$ cat src/rtl/cache_mem_arbiter.sv
// cache_mem_arbiter: shares one cacheline pmem port between icache and dcache, round-robin on ties
//   clk, rst (async active-low)
//   icache_pmem_*  : icache line-fill request / fill data / done
//   dcache_pmem_*  : dcache fill or writeback request / fill data / done
//   pmem_*         : line-aligned request to physical memory and its response
module cache_mem_arbiter #(
    parameter int LINE_W   = 256,
    parameter int ADDR_W   = 32,
    parameter int OFFSET_W = 5
) (
    input  logic              clk,
    input  logic              rst,
    input  logic              icache_pmem_read,
    input  logic [ADDR_W-1:0] icache_pmem_address,
    output logic [LINE_W-1:0] icache_pmem_rdata,
    output logic              icache_pmem_resp,
    input  logic              dcache_pmem_read,
    input  logic              dcache_pmem_write,
    input  logic [ADDR_W-1:0] dcache_pmem_address,
    input  logic [LINE_W-1:0] dcache_pmem_wdata,
    output logic [LINE_W-1:0] dcache_pmem_rdata,
    output logic              dcache_pmem_resp,
    output logic              pmem_read,
    output logic              pmem_write,
    output logic [ADDR_W-1:0] pmem_address,
    output logic [LINE_W-1:0] pmem_wdata,
    input  logic [LINE_W-1:0] pmem_rdata,
    input  logic              pmem_resp
);
    typedef enum logic [1:0] {IDLE, SERVE_I, SERVE_D} state_t;
    state_t            r_state, w_next;
    logic              r_last_d;
    logic              r_write;
    logic [ADDR_W-1:0] r_addr;
    logic [LINE_W-1:0] r_wdata;
    logic              w_ireq, w_dreq, w_grant_i, w_grant_d, w_idle;
    assign w_idle    = r_state == IDLE;
    assign w_ireq    = icache_pmem_read;
    assign w_dreq    = dcache_pmem_read | dcache_pmem_write;
    // on a tie the side that was not granted last wins
    assign w_grant_i = w_idle & w_ireq & (~w_dreq | r_last_d);
    assign w_grant_d = w_idle & w_dreq & (~w_ireq | ~r_last_d);
    always_comb begin
        w_next = r_state;
        if (w_idle)
            w_next = w_grant_i ? SERVE_I : w_grant_d ? SERVE_D : IDLE;
        else if (pmem_resp)
            w_next = IDLE;
    end
    always_ff @(posedge clk or negedge rst) begin
        if (!rst) begin
            r_state  <= IDLE;
            r_last_d <= 1'b0;
            r_write  <= 1'b0;
            r_addr   <= '0;
            r_wdata  <= '0;
        end else begin
            r_state <= w_next;
            if (w_grant_i) begin
                r_last_d <= 1'b0;
                r_write  <= 1'b0;
                r_addr   <= {icache_pmem_address[ADDR_W-1:OFFSET_W], {OFFSET_W{1'b0}}};
                r_wdata  <= '0;
            end else if (w_grant_d) begin
                r_last_d <= 1'b1;
                // read+write together is tolerated; the writeback wins
                r_write  <= dcache_pmem_write;
                r_addr   <= {dcache_pmem_address[ADDR_W-1:OFFSET_W], {OFFSET_W{1'b0}}};
                r_wdata  <= dcache_pmem_wdata;
            end
        end
    end
    assign pmem_read         = ~w_idle & ~r_write;
    assign pmem_write        = ~w_idle & r_write;
    assign pmem_address      = r_addr;
    assign pmem_wdata        = r_wdata;
    assign icache_pmem_resp  = (r_state == SERVE_I) & pmem_resp;
    assign dcache_pmem_resp  = (r_state == SERVE_D) & pmem_resp;
    assign icache_pmem_rdata = pmem_rdata;
    assign dcache_pmem_rdata = pmem_rdata;
endmodule

$ cat config.mk
export PLATFORM = sky130hd
export DESIGN_NAME = cache_mem_arbiter
export DESIGN_NICKNAME = d
export VERILOG_FILES = /design/src/rtl/cache_mem_arbiter.sv
export SDC_FILE = /design/constraint.sdc
export NUM_CORES = 1
export LEC_CHECK = 0
export ABC_AREA = 1
export CELL_PAD_IN_SITES_DETAIL_PLACEMENT = 0
export CELL_PAD_IN_SITES_GLOBAL_PLACEMENT = 2
export CORE_AREA = 2 2 538 540
export CTS_CLUSTER_DIAMETER = 40
export DETAILED_ROUTE_END_ITERATION = 7
export DIE_AREA = 0 0 540 542
export PLACE_DENSITY_LB_ADDON = 0.25
export SKIP_LAST_GASP = 1
export SYNTH_ARGS = -nofsm -noshare
export SYNTH_HDL_FRONTEND = slang
export SYNTH_SLANG_ARGS = --single-unit
$ cat constraint.sdc
create_clock -name clk -period 2.89 [get_ports clk]
set_clock_uncertainty 0.2 [all_clocks]
set_input_delay 0.578 -clock clk [delete_from_list [all_inputs] [get_ports clk]]
set_output_delay 0.578 -clock clk [all_outputs]
set_load 0.005 [all_outputs]
Word level (Yosys, flattened, before mapping)

Cells that the tools add are included.

Eq/ne operators: 2
Muxes and demuxes: 12
Bitwise operators: 16
Reduce and logical (&&, ||, !) cells: 3

Operator list:

| kind                                           | number |
|---|---|
| 2-to-1 mux 256 bit                             | 2 |
| 2-to-1 mux 32 bit                              | 2 |
| bitwise AND 1 bit                              | 8 |
| 2-to-1 mux 2 bit                               | 4 |
| NOT 1 bit                                      | 5 |
| 2-to-1 mux 1 bit                               | 4 |
| nonzero test 2 bit                             | 2 |
| bitwise OR 1 bit                               | 3 |
| == test 2 x 1 -> 1 bit (second input constant) | 1 |
| == test 2 bit (second input constant)          | 1 |
| zero test 2 bit                                | 1 |

Flip-flop bits (word level): 292
Word-level logic and storage cells: 38

Longest topological paths before layout

Word-level depth: 6
Depth in mapped cells: 9
Depth with buffers taken out: 7

Worst setup path before layout

OpenSTA, ideal clock, no wires.

Kind: in2reg
Start point: in dcache_pmem_read
End point: reg r_addr[25] (netlist: pmem_address[25])
Path slack: 1.182 ns
Arrival time: 1.390 ns
Stages: 9
Required time: 2.572 ns
Cells stage by stage: inv_1 -> nand2_2 -> nand2_2 -> nand2_2 -> buf_4 -> buf_2 -> nand2_1 -> nand3_1 -> nand2_1

Word-level cells in the longest chain between the ends: 5
Elaborated cells on any way between the ends: 8

Ends and longest elaborated chain:

| item                                                    | line | source |
|---|---|---|
| start, declared                                         | 17   | `input logic dcache_pmem_read,` |
| bitwise OR 1 bit *                                      | 39   | `assign w_dreq = dcache_pmem_read \| dcache_pmem_write;` |
| NOT 1 bit                                               | 41   | `assign w_grant_i = w_idle & w_ireq & (~w_dreq \| r_last_d);` |
| bitwise OR 1 bit                                        | 41   |  |
| bitwise AND 1 bit                                       | 41   |  |
| 2-to-1 mux 32 bit or nonzero test 2 bit (tied branches) | --   |  |
| end signal, assigned                                    | 62   | `r_addr <= {icache_pmem_address[ADDR_W-1:OFFSET_W], {OFFSET_W{1'b0}}};` |
| end signal, assigned                                    | 68   | `r_addr <= {dcache_pmem_address[ADDR_W-1:OFFSET_W], {OFFSET_W{1'b0}}};` |
| end, declared                                           | 34   | `logic [ADDR_W-1:0] r_addr;` |

Mark *: on every way between the ends. The rest lies on a longest branch, timed or not.
A chain may end at the register's enable or synchronous reset.

Final worst setup path

Start point: reg r_state[0]
End point: out pmem_read

Word-level cells in the longest chain between the ends: 3

Ends and longest elaborated chain:

| item                   | line | source |
|---|---|---|
| start, declared        | 31   | `state_t r_state, w_next;` |
| start signal, assigned | 58   | `r_state <= w_next;` |
| zero test 2 bit        | 37   | `assign w_idle = r_state == IDLE;` |
| NOT 1 bit              | 73   | `assign pmem_read = ~w_idle & ~r_write;` |
| bitwise AND 1 bit      | 73   |  |
| end, declared          | 23   | `output logic pmem_read,` |

No other way between the ends.

==> results.cfg <==
[final_layout]
final_nets = 2634
area.sequential_um2 = 7180
final_area_um2 = 26700
area_delta_synth_final_pct = 69.4
n_fill_cell = 33382
mostFrequentLayoutCells = 601 x clkdlybuf4s50_1, 569 x nand2_1, 337 x nand3_1
drive_above_1_share_pct = 12.0
final_common_cell = clkdlybuf4s50_1
multi_input_comb_area_um2 = 3960

[global_route]
track_usage_pct = 8.38
antenna_found_initial = 37
grt_pass1_wl_um = 160000
overflow = 0
grt_max_degree = 79
grt_pass1_vias = 14545

[status]
status = finished clean

[route]
detail_route.iter0.violations = 702
route.detailed.drc = 0
ant_nets = 0
vias_per_cell = 2.27
num_vias = 13444
drt-total-wl_um = 126000
avgRoutedWirePerCell_um = 21.3
drtPass1Iterations = 4

[yosys]
synth_top_family_by_area = buffers and inverters
synth_simple_gate_area_share_pct = 24.6
synth_compound_area_share_pct = 0.127
synthMuxAreaShare_pct = 0
ys_types = 17
synth_top_area_share_pct = 45.5
yosysTopAreaCell = dfrtp_1
syn_inst = 1889
syn_area_per_cell_um2 = 8.35
ys_seq_elements = 287
synth_warnings = 0
syn-cell-area_um2 = 15800
synth_xor_area_share_pct = 0
yosysSeqAreaShare_pct = 45.5
ys_top_cells_by_area = dfrtp_1 46%, buf_4 26%, nand2_1 14%
synthAdderAreaFrac_pct = 0

[floorplanning]
initial_core_util_pct = 5.50
io_pins = 1386
coreArea_um2 = 287000
rows = 197
die_x_um = 540
die_h_um = 542
die-area_um2 = 293000

[clock_tree]
numClockSinks = 287
cts.clk_slew.worst_paths_ns = 0.04
cts.root.buffer_cell = clkbuf_16
cts-htree-levels = 3
cts_tree = yes
clk_latency_ns = 0.67
clockBufferDepth = 3
numCtsBuffers = 101

[timing]
final.setup.tns_ns = 0
post-route-period-util_pct = 94.4
finalSetupViolCount = 0
fmax_mhz = 366
slew_violations = 0
max_slew_margin_pct = 65.1
hold_viol = 0
period_minus_slack_ns = 2.73
holdWs_ns = 0.132
tightest_slew_ns = 0.521
rsz0062_at_grt = yes

[critical_path]
cp_slowest_cell = clkdlybuf4s50_1
cp-end-kind = primary output
path_cells = buf_4 -> nor2_2 -> nor2_1 -> clkdlybuf4s50_1
crit_path_max_fanout = 3
startpoint_type = flip-flop
critPathRequiredTime_ns = 2.11
max_stage_delay_ns = 0.47
cp.arrival_ns = 1.95
worstSetupPathType = reg -> out

[power_and_ir_drop]
power.leakage_uw = 0.0111
vdd_drop_max_v = 0.000418
power_density_nw_per_um2 = 1150
total_power_uw = 30800

[placed_design]
hpwl_um = 104000
port_buffers = 602
placed_area_um2 = 23000
gp_congestion = 0.763

[min_path]
hold_path.class = in -> async

[run]
drv_cap = 0
==> repair_timing <==
item | in CTS | in global routing
setup buffers | 0 | 1
endpoints found under the setup margin | 0 | 1
hold buffers | 1 | 0
gates resized for setup | 0 | 1
endpoints found under the hold margin | 112 | 0
==> critical path, delay by kind of cell (launching register included) <==
| kind | cells | cell delay (ns) |
|---|---|---|
| buf+inv | 2 | 0.62 |
| flops | 1 | 0.40 |
| simple gates | 2 | 0.26 |
==> final timing paths <==
check | startpoint | end | slack [ns] | depth (start not counted)
min reg2reg | pmem_wdata[90] | pmem_wdata[90] | 0.29 | 2
min | rst | pmem_address[17] | 0.13 | 2
max | r_state[0] | pmem_read | 0.16 | 4
min in group clk | dcache_pmem_wdata[176] | pmem_wdata[176] | 0.21 | 3
max in group asynchronous | rst | pmem_wdata[81] | 1.42 | 3
max reg2reg | r_state[0] | pmem_wdata[57] | 0.73 | 7
==> metrics by stage <==
step | util [%] | instances | setup slack [ns]
CTS | 9.30 | 5919 | 0.00976
floorplan | - | 1893 | 1.18
finish | 9.31 | 5928 | 0.161
global route | 9.31 | 5922 | -0.0108
global placement | 8.01 | 5728 | 0.149
detailed placement | 8.01 | 5728 | 0.143
==> routing by layer <==
metal,vias up,GRT usage [%],share of wire (%)
met3,422,6.61,18
met1,6236,9.32,38
met4,8,4.58,5.5
met5,-,0.0164,0.045
li1,5783,-,-
met2,995,11.1,39
==> synthesized netlist by cell type <==
cell type / instances
nand2_1: 569
buf_4: 542
nand3_1: 337
dfrtp_1: 287
buf_2: 68
inv_1: 59
clkbuf_1: 5
inv_2: 4
nand2_2: 4
o21ai_0: 4
nor2_1: 3
nor3_1: 2
buf_1: 1
buf_6: 1
conb_1: 1
nand3_2: 1
nor2_2: 1
==> power breakdown <==
group / internal (uW) / leakage [uW] / switching, uW
Clock: 8410 / 0.00180 / 3560
Sequential: 5800 / 0.00365 / 1270
Combinational: 5070 / 0.00563 / 6710
==> state kept, by name (all words and copies together) (netlist names) <==
| register | cells |
|---|---|
| r_last_d | 1 |
| pmem_address | 27 |
| r_state | 2 |
| pmem_wdata | 256 |
| r_write | 1 |
==> layout make-up <==
class / count / share of cell area (%)
antenna: 8 / 0.0749
inverter: 63 / 0.913
tap: 3781 / 17.7
sequential: 287 / 26.9
timing repair buffer: 673 / 25.8
multi-input combinational: 926 / 14.8
clock inverter: 56 / 3.18
clock buffer: 134 / 10.6
==> cells by family (layout without fill, tap and decap cells) <==
group           Yosys count  in the layout
flops                   287            287
compound gates            4              4
other cells               1             13
simple gates            917            917
buf+inv                 680            926
Power figures use the tool's default switching activity.
